`config.mk`:
```
export PLATFORM = sky130hd
export DESIGN_NAME = mul_arbiter_flat
export DESIGN_NICKNAME = d
export VERILOG_FILES = /design/src/rtl/mul_pkg.sv /design/src/rtl/mul_arbiter_if.sv /design/src/rtl/rr_arbiter.sv /design/src/rtl/mul_arbiter.sv /design/src/flat_wrapper.sv
export SDC_FILE = /design/constraint.sdc
export NUM_CORES = 1
export LEC_CHECK = 0
export ABC_CLOCK_PERIOD_IN_PS = 2800
export BUFFER_PORTS_ARGS = -buffer_cell sky130_fd_sc_hd__buf_4
export CORE_MARGIN = 8
export CORE_UTILIZATION = 35
export DETAILED_ROUTE_END_ITERATION = 12
export GPL_TIMING_DRIVEN = 0
export PLACE_DENSITY = 0.66
export SYNTH_ARGS = -nofsm -noshare
export SYNTH_HDL_FRONTEND = slang
export SYNTH_SLANG_ARGS = --single-unit
export TNS_END_PERCENT = 10
```
`constraint.sdc`:
```
create_clock -name clk -period 2.8 [get_ports clk]
set_input_delay 0.14 -clock clk [delete_from_list [all_inputs] [get_ports clk]]
set_output_delay 0.14 -clock clk [all_outputs]
set_load 0.01 [all_outputs]
```
`src/rtl/mul_pkg.sv`:
```
// mul_pkg: shared multiplier widths, arbiter FSM states and defaults
package mul_pkg;
  localparam int WIDTH = 16;
  localparam bit FpuMultiplier = 1'b0;
  localparam int ARB_TIMEOUT_DEFAULT = 64;
  typedef enum logic [2:0] {IDLE, ISSUE, RUN, CAPTURE, RESP} arb_state_t;
endpackage

```
`src/rtl/mul_arbiter_if.sv`:
```
// mul_arbiter_if: requester-side request/response bundle of the multiplier arbiter
interface mul_arbiter_if #(
  parameter int NREQ = 2
);
  import mul_pkg::*;
  logic [NREQ-1:0] req_valid_i;
  logic [NREQ-1:0] req_ready_o;
  logic signed [WIDTH-1:0] req_a_i [NREQ];
  logic signed [WIDTH-1:0] req_b_i [NREQ];
  logic [NREQ-1:0] rsp_valid_o;
  logic [NREQ-1:0] rsp_ready_i;
  logic signed [2*WIDTH-1:0] rsp_product_o;
  logic signed [WIDTH-1:0] rsp_rounded_o;
  logic rsp_err_o;
  modport master (
    output req_valid_i, req_a_i, req_b_i, rsp_ready_i,
    input  req_ready_o, rsp_valid_o, rsp_product_o, rsp_rounded_o, rsp_err_o
  );
  modport slave (
    input  req_valid_i, req_a_i, req_b_i, rsp_ready_i,
    output req_ready_o, rsp_valid_o, rsp_product_o, rsp_rounded_o, rsp_err_o
  );
endinterface

```
`src/rtl/rr_arbiter.sv`:
```
// rr_arbiter: round-robin pick of the first request at or above ptr, with wrap-around
module rr_arbiter #(
  parameter int NREQ = 2,
  parameter int IDW = 1
) (
  input  logic [NREQ-1:0] req,
  input  logic [IDW-1:0]  ptr,
  output logic [NREQ-1:0] gnt,
  output logic [IDW-1:0]  gnt_id,
  output logic            any
);
  localparam logic [IDW:0] NR = (IDW+1)'(NREQ);
  logic [NREQ-1:0] rot;
  logic [IDW-1:0] off;
  logic [IDW:0] sum;
  assign rot = NREQ'({req, req} >> ptr);
  always_comb begin
    off = '0;
    for (int i = NREQ-1; i >= 0; i--) if (rot[i]) off = IDW'(i);
  end
  assign sum = {1'b0, ptr} + {1'b0, off};
  assign any = |req;
  assign gnt_id = sum >= NR ? IDW'(sum - NR) : sum[IDW-1:0];
  assign gnt = any ? NREQ'(1) << gnt_id : '0;
endmodule

```
`src/rtl/mul_arbiter.sv`:
```
// mul_arbiter: shares one external multiplier datapath among NREQ requesters with a watchdog
module mul_arbiter
  import mul_pkg::*;
#(
  parameter int NREQ = 2,
  parameter int TIMEOUT = ARB_TIMEOUT_DEFAULT
) (
  input  logic                      clk,
  input  logic                      rst_n,
  mul_arbiter_if.slave              bus,
  output logic                      mul_start_o,
  output logic signed [WIDTH-1:0]   mul_multiplicand_o,
  output logic signed [WIDTH-1:0]   mul_multiplier_o,
  input  logic signed [2*WIDTH-1:0] mul_product_i,
  input  logic signed [WIDTH-1:0]   mul_product_rounded_i,
  input  logic                      mul_done_i,
  output logic                      busy_o
);
  localparam int IDW = NREQ > 2 ? $clog2(NREQ) : 1;
  localparam int WDW = $clog2(TIMEOUT + 1);
  arb_state_t state;
  logic [IDW-1:0] rr_ptr, owner, gnt_id;
  logic [NREQ-1:0] gnt, rsp_valid;
  logic any;
  logic [WDW-1:0] wd;
  logic signed [WIDTH-1:0] op_a, op_b, rnd;
  logic signed [2*WIDTH-1:0] prod;
  logic err;
  rr_arbiter #(.NREQ(NREQ), .IDW(IDW)) u_rr (
    .req(bus.req_valid_i), .ptr(rr_ptr), .gnt(gnt), .gnt_id(gnt_id), .any(any)
  );
  // grant is visible only in IDLE and is forced low while reset is held
  assign bus.req_ready_o = (state == IDLE && rst_n) ? gnt : '0;
  assign bus.rsp_valid_o = rsp_valid;
  assign bus.rsp_product_o = prod;
  assign bus.rsp_rounded_o = rnd;
  assign bus.rsp_err_o = err;
  assign mul_multiplicand_o = op_a;
  assign mul_multiplier_o = op_b;
  assign busy_o = state != IDLE;
  always_ff @(posedge clk or negedge rst_n) begin
    if (!rst_n) begin
      state <= IDLE;
      rr_ptr <= '0;
      owner <= '0;
      op_a <= '0;
      op_b <= '0;
      wd <= '0;
      mul_start_o <= 1'b0;
      rsp_valid <= '0;
      prod <= '0;
      rnd <= '0;
      err <= 1'b0;
    end else begin
      mul_start_o <= 1'b0;
      case (state)
        IDLE: if (any) begin
          op_a <= bus.req_a_i[gnt_id];
          op_b <= bus.req_b_i[gnt_id];
          owner <= gnt_id;
          mul_start_o <= 1'b1;
          state <= ISSUE;
        end
        ISSUE: begin
          wd <= '0;
          state <= RUN;
        end
        // RUN begins the cycle after start, so TIMEOUT-2 here lands the response TIMEOUT cycles after start
        RUN: if (mul_done_i) state <= CAPTURE;
        else if (wd == WDW'(TIMEOUT - 2)) begin
          prod <= '0;
          rnd <= '0;
          err <= 1'b1;
          rsp_valid <= NREQ'(1) << owner;
          state <= RESP;
        end else wd <= wd + 1'b1;
        CAPTURE: begin
          prod <= FpuMultiplier ? '0 : mul_product_i;
          rnd <= FpuMultiplier ? mul_product_rounded_i : '0;
          err <= 1'b0;
          rsp_valid <= NREQ'(1) << owner;
          state <= RESP;
        end
        RESP: if (bus.rsp_ready_i[owner]) begin
          rsp_valid <= '0;
          err <= 1'b0;
          rr_ptr <= owner == IDW'(NREQ - 1) ? '0 : owner + 1'b1;
          state <= IDLE;
        end
        default: state <= IDLE;
      endcase
    end
  end
endmodule

```
`src/flat_wrapper.sv`:
```
// flat-port wrapper written by rule: the top's interface ports become plain ports
module mul_arbiter_flat import mul_pkg::*;
#(
  parameter int NREQ = 2,
  parameter int TIMEOUT = ARB_TIMEOUT_DEFAULT
)
  (clk, rst_n, mul_start_o, mul_multiplicand_o, mul_multiplier_o, mul_product_i, mul_product_rounded_i, mul_done_i, busy_o, bus_req_valid_i, bus_req_a_i, bus_req_b_i, bus_rsp_ready_i, bus_req_ready_o, bus_rsp_valid_o, bus_rsp_product_o, bus_rsp_rounded_o, bus_rsp_err_o);
  mul_arbiter_if #(.NREQ(NREQ)) bus_i ();
  input  logic clk;
  input  logic rst_n;
  output logic mul_start_o;
  output logic signed [WIDTH-1:0] mul_multiplicand_o;
  output logic signed [WIDTH-1:0] mul_multiplier_o;
  input  logic signed [2*WIDTH-1:0] mul_product_i;
  input  logic signed [WIDTH-1:0] mul_product_rounded_i;
  input  logic mul_done_i;
  output logic busy_o;
  input wire logic [$bits(bus_i.req_valid_i)-1:0] bus_req_valid_i;
  input wire logic [$bits(bus_i.req_a_i)-1:0] bus_req_a_i;
  input wire logic [$bits(bus_i.req_b_i)-1:0] bus_req_b_i;
  input wire logic [$bits(bus_i.rsp_ready_i)-1:0] bus_rsp_ready_i;
  output wire logic [$bits(bus_i.req_ready_o)-1:0] bus_req_ready_o;
  output wire logic [$bits(bus_i.rsp_valid_o)-1:0] bus_rsp_valid_o;
  output wire logic [$bits(bus_i.rsp_product_o)-1:0] bus_rsp_product_o;
  output wire logic [$bits(bus_i.rsp_rounded_o)-1:0] bus_rsp_rounded_o;
  output wire logic [$bits(bus_i.rsp_err_o)-1:0] bus_rsp_err_o;
  assign bus_i.req_valid_i = bus_req_valid_i;
  assign bus_i.req_a_i = {>>{bus_req_a_i}};
  assign bus_i.req_b_i = {>>{bus_req_b_i}};
  assign bus_i.rsp_ready_i = bus_rsp_ready_i;
  assign bus_req_ready_o = bus_i.req_ready_o;
  assign bus_rsp_valid_o = bus_i.rsp_valid_o;
  assign bus_rsp_product_o = bus_i.rsp_product_o;
  assign bus_rsp_rounded_o = bus_i.rsp_rounded_o;
  assign bus_rsp_err_o = bus_i.rsp_err_o;
  mul_arbiter #(.NREQ(NREQ), .TIMEOUT(TIMEOUT)) u_core (.clk(clk), .rst_n(rst_n), .bus(bus_i), .mul_start_o(mul_start_o), .mul_multiplicand_o(mul_multiplicand_o), .mul_multiplier_o(mul_multiplier_o), .mul_product_i(mul_product_i), .mul_product_rounded_i(mul_product_rounded_i), .mul_done_i(mul_done_i), .busy_o(busy_o));
endmodule
```
Word-level counts from Yosys, hierarchy flattened
Cells that the tools add are included.
{ "word_totals": {"register_bits": 96, "elab_cells": 84} }
{ "classes": {"n_addsub": 4, "n_lt_le_gt_ge": 3, "n_eq_ne": 11, "n_shift": 3, "mux": 38, "bitwise_logic": 1, "n_reduce_logical": 13} }
{ "ops": {"columns": ["op", "count"], "rows": [
  ["two-way mux 16 bit", 8],
  ["two-way mux 32 bit", 2],
  ["case mux 32 bit (2 select lines)", 1],
  ["case mux 16 bit (2 select lines)", 1],
  ["case mux 3 bit (5 select lines)", 1],
  ["two-way mux 7 bit", 2],
  ["case mux 7 bit (2 select lines)", 1],
  ["two-way mux 3 bit", 4],
  ["two-way mux 1 bit", 11],
  ["two-way mux 2 bit", 5],
  ["AND reduction 3 bit", 3],
  ["adder 7 x 1 -> 7 bit (second input constant)", 1],
  ["== test 7 x 6 -> 1 bit (second input constant)", 1],
  ["== test 3 x 2 -> 1 bit (second input constant)", 2],
  ["!= test 2 bit (second input constant)", 3],
  ["case mux 2 bit (3 select lines)", 1],
  ["nonzero test 3 bit", 2],
  [">= comparator 2 bit (second input constant)", 2],
  ["!= test 2 x 1 -> 1 bit (second input constant)", 2],
  ["AND reduction 2 bit", 2],
  ["AND reduction 4 bit", 1],
  ["nonzero test 2 bit", 2],
  ["<< shifter 1 x 1 -> 2 bit (first input constant)", 2],
  [">> shifter 4 x 1 -> 2 bit", 1],
  ["other kinds (12)", 12]
]} }

Longest topological paths before layout
Gate-level depths: netlist (run 1).
{ "logic_depth": {"depth_word": 10, "ltp_mapped": 7} }

Cells and area by module
Synthesis (run 1) repeated with hierarchy kept, for this count alone.
{ "unflattened": {"hier_cells": 320, "area_unflattened_um2": 3627.2} }
{ "modules_own_cells": {"columns": ["module", "n_inst", "cells_each", "area_each_um2"], "rows": [
  ["mul_arbiter", 1, 314, 3590.9],
  ["rr_arbiter", 1, 6, 36.3]
]} }

Least setup slack after synthesis (run 1)
Ideal clock, no wire load.
{ "synth_path": {"kind": "flip-flop to flip-flop", "from": "register u_core.state[0]", "to": "register u_core.wd[2]", "setup_ps": 129, "t_arrival_ps": 1586, "path_slack_ps": 1085, "stages_incl_launch_ff": 7, "cell_sequence": "dfrtp_1 > buf_6 > or4b_4 > a31o_1 > buf_6 > o211ai_1 > o31ai_1"} }
{ "synth_between": {"elab_chain_len": 3, "word_cells_on_any_way": 7, "cone_classes": "4 x eq/ne; 1 x mux; 2 x reduce/logical"} }
{ "synth_lines": {"columns": ["element", "line_no", "source"], "rows": [
  ["start, declared", "mul_arbiter.sv:21", "arb_state_t state;"],
  ["start signal, assigned", "mul_arbiter.sv:43", "state <= IDLE;"],
  ["start signal, assigned", "mul_arbiter.sv:62", "state <= ISSUE;"],
  ["start signal, assigned", "mul_arbiter.sv:66", "state <= RUN;"],
  ["== test 3 x 2 -> 1 bit / == test 3 x 1 -> 1 bit (equally long branches)", "mul_arbiter.sv:56", "case (state)"],
  ["!= test 2 bit (no line) / nonzero test 2 bit (equally long branches)", null, null],
  ["AND reduction 3 bit (no line)", null, null],
  ["end signal, assigned", "mul_arbiter.sv:76", "end else wd <= wd + 1'b1;"],
  ["end, declared", "mul_arbiter.sv:25", "logic [WDW-1:0] wd;"]
]} }
Parallel ways exist; a longest one is shown, timed or not.
A chain may end at the register's enable or synchronous reset.

Worst setup path after layout (run 1)
{ "layout_path": {"from": "register u_core.state[0]", "to": "output port bus_req_ready_o[0]"} }
{ "layout_between": {"elab_chain_len": 3} }
{ "layout_lines": {"columns": ["element", "line_no", "source"], "rows": [
  ["logical NOT 3 bit", "mul_arbiter.sv:33", "assign bus.req_ready_o = (state == IDLE && rst_n) ? gnt : '0;"],
  ["logical AND 1 bit", "mul_arbiter.sv:33", null],
  ["two-way mux 2 bit", "mul_arbiter.sv:33", null],
  ["end, declared", "flat_wrapper.sv:22", "output wire logic [$bits(bus_i.req_ready_o)-1:0] bus_req_ready_o;"]
]} }
Every way passes these cells.

==> flow_summary.ini, run 1 <==
[die]
rows = 37
core-area_sq_um = 10100
start_util_pct = 35.4
fp.dieArea_sq_um = 13700
die_x_microns = 117
io_pins = 206
die_height_microns = 117

[placed_design]
post-dp-hpwl_microns = 8340
pre_cts_ws_ns = 0.757
port_buffers = 173
place_inst = 644
gp_congestion = 0.812

[timing]
rsz0062_at_grt = no
slew_viol_final = 0
tightest_slew_ns = 1.02
whs_ns = -0.0377
post-route-min-period_ns = 2.35
max_freq_mhz = 426
relSlewSlack_pct = 31.7
finalHoldViolCount = 10
min_period_over_period_pct = 83.8
worst_slack_ns = 0.453
finClkSkew_ns = 0.0103
finalSetupViolCount = 0
fin_tns_setup_ns = 0

[clock_network]
hold_buffers = 0
root_buffer = clkbuf_8
cts_setup_buffers = 0
clk_path_buf_depth = 2
cts_tree = built
post_cts_resize_count = 0
cts_inserted_buffers = 9
clk_latency_ns = 0.33
cts_num_sinks = 80
cts.htree.levels = 3
clk_pin_slew_ns = 0.09

[route]
vias = 3081
first_iter_violations = 119
drc = 0
ant_nets = 0
wl_per_cell_microns = 16.2
dr.pass1.iters = 4
wl_microns = 10700
via_per_inst = 4.67

[setup_path]
endpoint_kind = primary output
crit_top_cell = nor2_1
arrival_ns = 2.21
crit_chain = buf_6, or3_1, nor2_1, buf_2, nand2_1, nor2_1, buf_4
critPathSlowestCell = dfrtp_1
cp-start-kind = flip-flop
path_delay_family = simple AND/OR/NAND/NOR gates
worstSetupPathType = flip-flop to primary output
crit_required_ns = 2.66
crit_buf_inv = 3
crit_path_max_incr_delay_ns = 0.38
crit_fanout = 10

[synthesis]
ys_warn_count = 0
syn_area_sq_um = 3590
synth.distinct_cells = 38
syn_area_per_cell_sq_um = 11.2
synth_top_area_share_pct = 55.8
synth-edff-count = 0
ys_async_sr_fraction_pct = 100
yosys.area.top_type = dfrtp_1
synth_seq_cells = 80
synth_area_leaders = dfrtp_1, mux2i_1, a22o_1
postSynthCellCount = 320
synth-seq-area-share_pct = 55.8
ys.flop_type = dfrtp_1

[power]
ir_drop_v = 0.000514
leakage_uw = 0.00280
power_density_nw_per_um2 = 1050
pwr-share-seq_pct = 36.0
p_int_uw = 3540
netSwitchingFraction_pct = 36.7
p_clk_share_pct = 16.6
p_comb_share_pct = 47.4
power_switching_uw = 2050

[layout]
syn2layout_area_growth_pct = 48.7
drive_gt1_share_pct = 43.3
layout_common_cells = buf_4, dfrtp_1, nor2_1
stdcell_count = 660
fin_util_pct = 52.6
num-nets-final = 640
final_common_cell = buf_4
n_antenna_cell = 0

[global_routing]
antenna_found_initial = 0
grt_usage_pct = 15.0
grt_overflow = 0
grt_max_degree = 83
grt_pass1_wl_microns = 16300
grt_pass1_vias = 3364

[hold_path]
hold_path_class = input port to asynchronous set/reset pin

[job]
drv_cap = 0

[status]
violations = hold timing
outcome = finished, violations left
[registers in the layout, indices dropped and copies added, names as in the netlist, 2 cells and up]
register	count
u_core.bus.rsp_valid_o	2
u_core.bus.rsp_product_o	32
u_core.wd	7
u_core.mul_multiplicand_o	16
u_core.mul_multiplier_o	16
u_core.state	3
[cell families after synthesis]
logic type	after synthesis	synth area share, %
buf+inv	43	7.46
fa+ha+maj	3	0.977
simple gates	71	8.96
mux	34	9.52
flops	80	55.8
other cells	1	0.105
compound gates	88	17.2
[stage by stage]
| stage | power, uW | cell area, sq um |
|---|---|---|
| 3_3_place_gp | 4660 | 5110 |
| 4_1_cts | 5690 | 5330 |
| 2_1_floorplan | 3430 | 3640 |
| 3_5_place_dp | 4730 | 5110 |
| 6_report | 5590 | 5330 |
| 5_1_grt | 6010 | 5330 |
[path summary, 6_finish.rpt]
path | start | end | slack (ns) | cells after the start
min in group clk | mul_product_i[10] | u_core.bus.rsp_product_o[10] | 0.02 | 2
setup / recovery | u_core.state[0] | bus_req_ready_o[0] | 0.45 | 7
max in group asynchronous | rst_n | u_core.mul_multiplier_o[2] | 2.17 | 1
setup reg to reg | u_core.state[0] | u_core.mul_multiplicand_o[11] | 0.79 | 6
hold reg to reg | u_core.bus.rsp_product_o[12] | u_core.bus.rsp_product_o[12] | 0.51 | 1
hold / removal | rst_n | u_core.bus.rsp_product_o[14] | -0.04 | 1
[synthesized netlist by cell type, types with 4 or more instances]
library cell and instances:
dfrtp_1 80, nor2_1 37, a21oi_1 34, mux2i_1 33, a22o_1 32, buf_4 18, buf_2 13, nand2_1 12
nand3_1 6, inv_1 5, nor3_1 4, o211ai_1 4, o21ai_0 4
[layout make-up]
cell class / instances / area [sq um]
Clock buffer: 10 / 138
Inverter: 5 / 18.8
Buffer: 38 / 249
Tap cell: 136 / 170
Sequential cell: 80 / 2000
Timing Repair Buffer: 173 / 1300
Clock inverter: 6 / 82.6
Fill cell: 934 / 4810
Multi-Input combinational cell: 212 / 1370
[power groups by stage]
stage	Clock (uW)	Combinational, uW	Sequential [uW]
after global placement	0	2650	2010
after floorplan	0	1230	2200
after detailed placement	0	2720	2020
final	928	2650	2010
after CTS	970	2700	2020
after global routing	1010	2920	2080
[layer usage]
metal | global-route usage [%] | routed length, microns | vias up
met5 | 0 | 0 | -
met4 | 4.95 | 86 | 0
met3 | 5.90 | 1280 | 7
met2 | 24.6 | 5130 | 122
met1 | 17.7 | 4220 | 1440
li1 | - | - | 1512
[worst register-to-register path: cells and delay by family (launching register included)]
family / cells / cell delay, ns
AO/OA/AOI/OAI: 1 / 0.11
buffers and inverters: 3 / 0.68
flip-flops: 1 / 0.38
AND/OR/NAND/NOR: 2 / 0.72
Power figures use the tool's default switching activity.
==> run 2, diff against run 1 <==
--- a/config.mk
+++ b/config.mk
@@ -5,13 +5,13 @@
 export SDC_FILE = /design/constraint.sdc
 export NUM_CORES = 1
 export LEC_CHECK = 0
-export ABC_CLOCK_PERIOD_IN_PS = 2800
+export ABC_CLOCK_PERIOD_IN_PS = 2100
 export BUFFER_PORTS_ARGS = -buffer_cell sky130_fd_sc_hd__buf_4
 export CORE_MARGIN = 8
 export CORE_UTILIZATION = 35
 export DETAILED_ROUTE_END_ITERATION = 12
 export GPL_TIMING_DRIVEN = 0
-export PLACE_DENSITY = 0.66
+export PLACE_DENSITY = 0.69
 export SYNTH_ARGS = -nofsm -noshare
 export SYNTH_HDL_FRONTEND = slang
 export SYNTH_SLANG_ARGS = --single-unit
==> constraint.sdc (replaced) <==
create_clock -name clk -period 2.1 [get_ports clk]
set_input_delay 0.105 -clock clk [delete_from_list [all_inputs] [get_ports clk]]
set_output_delay 0.105 -clock clk [all_outputs]
set_load 0.01 [all_outputs]
==> flow_summary.ini, run 2 (synthesis gave the netlist of run 1 again) <==
[power]
p_total_uw = 7590
power_density_nw_per_um2 = 1330
leakage_uw = 0.00296
ir_drop_v = 0.000805

[timing]
max_freq_mhz = 496
slew_viol_final = 0
min_period_over_period_pct = 96.0
fin_tns_setup_ns = 0
finalHoldViolCount = 0
finalSetupViolCount = 0
post-route-min-period_ns = 2.02
finClkSkew_ns = 0.0115
relSlewSlack_pct = 50.3
tightest_slew_ns = 0.745
worst_slack_ns = 0.0838
whs_ns = 0.0435

[setup_path]
crit_fanout = 10
worstSetupPathType = flip-flop to primary output
r2r_end = u_core.bus.rsp_product_o[26]
crit_path_max_incr_delay_ns = 0.38
arrival_ns = 1.91
endpoint_kind = primary output
crit_chain = buf_6, or3_4, nor2_4, buf_4, and3_1, buf_4
crit_top_cell = buf_4
r2r_slack_ns = 0.21
cp-start-kind = flip-flop
crit_required_ns = 2.00
startpoint = u_core.state[0]
r2r_cells = 7
reg2reg_from = u_core.wd[0]
critPathSlowestCell = dfrtp_1

[route]
dr.pass1.iters = 4
ant_nets = 0
first_iter_violations = 230
via_per_inst = 4.76
drc = 0
wl_per_cell_microns = 16.4
vias = 3330
wl_microns = 11500

[status]
outcome = completed

[clock_network]
cts_tree = built
root_buffer = clkbuf_8
cts.htree.levels = 3
clk_path_buf_depth = 2
cts_num_sinks = 80
cts_inserted_buffers = 9
clk_pin_slew_ns = 0.08
clk_latency_ns = 0.35

[die]
io_pins = 206
core-area_sq_um = 10100
fp.dieArea_sq_um = 13700
die_height_microns = 117
start_util_pct = 35.4
die_x_microns = 117
rows = 37

[placed_design]
post-dp-hpwl_microns = 8400
pre_cts_ws_ns = 0.0415
port_buffers = 173
gp_congestion = 0.823

[global_routing]
grt_overflow = 0
grt_pass1_wl_microns = 17600
grt_usage_pct = 16.4
grt_max_degree = 83
grt_pass1_vias = 3542
antenna_found_initial = 0

[layout]
fin_util_pct = 56.4
largest_reg_flops = 32
n_antenna_cell = 0
syn2layout_area_growth_pct = 59.4
layout_common_cells = buf_4, dfrtp_1, nor2_1
final_common_cell = buf_4
drive_gt1_share_pct = 41.7
num-nets-final = 679
fill_cells = 885

[job]
drv_cap = 0

[hold_path]
hold_path_class = input port to flip-flop
min_to = u_core.rr_ptr
worstHoldPathCells = 4
hold_path.startpoint = bus_rsp_ready_i[1]
run 2: changes by cell type in the layout (fill, tap and decap cells not counted), sizes merged:
cell	previous run	this run
clkinvlp	1	3
inv	5	7
clkinv	3	1
buf	208	213
bufinv	2	1
dlygate4sd3	0	33
run 2: final cells by class:
cell class | instances | area, sq um | area share [%]
Timing Repair Buffer | 212 | 1680 | 29.3
Buffer | 38 | 260 | 4.55
Multi-Input combinational cell | 212 | 1390 | 24.2
Inverter | 5 | 18.8 | 0.328
Clock inverter | 7 | 78.8 | 1.38
Sequential cell | 80 | 2000 | 35.0
Clock buffer | 9 | 124 | 2.17
Tap cell | 136 | 170 | 2.98
run 2: critical path: cells and delay by family (launching register included):
kind | cells | cell delay [ns]
buffers and inverters | 3 | 0.46
DFF | 1 | 0.38
and+or+nand+nor | 3 | 0.71
run 2: per-stage QoR:
stage	cell area, sq um	cells
after floorplan	3640	335
after CTS	5670	694
after global placement	5110	644
after detailed placement	5110	644
after global routing	5720	699
final	5720	699
run 2: routing by layer:
| layer | up-vias | global-route usage (%) | routed length [microns] |
|---|---|---|---|
| li1 | 1595 | - | - |
| met1 | 1566 | 18.7 | 4410 |
| met3 | 11 | 6.52 | 1440 |
| met4 | 0 | 4.86 | 135 |
| met5 | - | 0 | 0 |
| met2 | 158 | 27.6 | 5480 |
run 2: timing repair:
action                                  CTS  global route
gates resized for setup                   5             3
buffers inserted                          1             5
pin swaps                                 1             2
endpoints found under the setup margin    2             2
hold buffers                             33             0
hold endpoints to repair                112             0
run 2: how the worst max path moves through the flow:
stage	cells past startpoint	slack, ns	endpoint
final	6	0.08	bus_req_ready_o[1]
after floorplan	6	0.38	u_core.wd[2]
after CTS	7	0.03	bus_req_ready_o[0]
after global placement	6	0.05	u_core.mul_multiplier_o[5]
after global routing	6	-0.01	bus_req_ready_o[1]
after detailed placement	6	0.04	u_core.mul_multiplier_o[5]
run 2: power by group:
group	internal [uW]	total [uW]	switching (uW)
combinational	1930	3750	1820
clock	559	1150	587
sequential	2250	2700	448
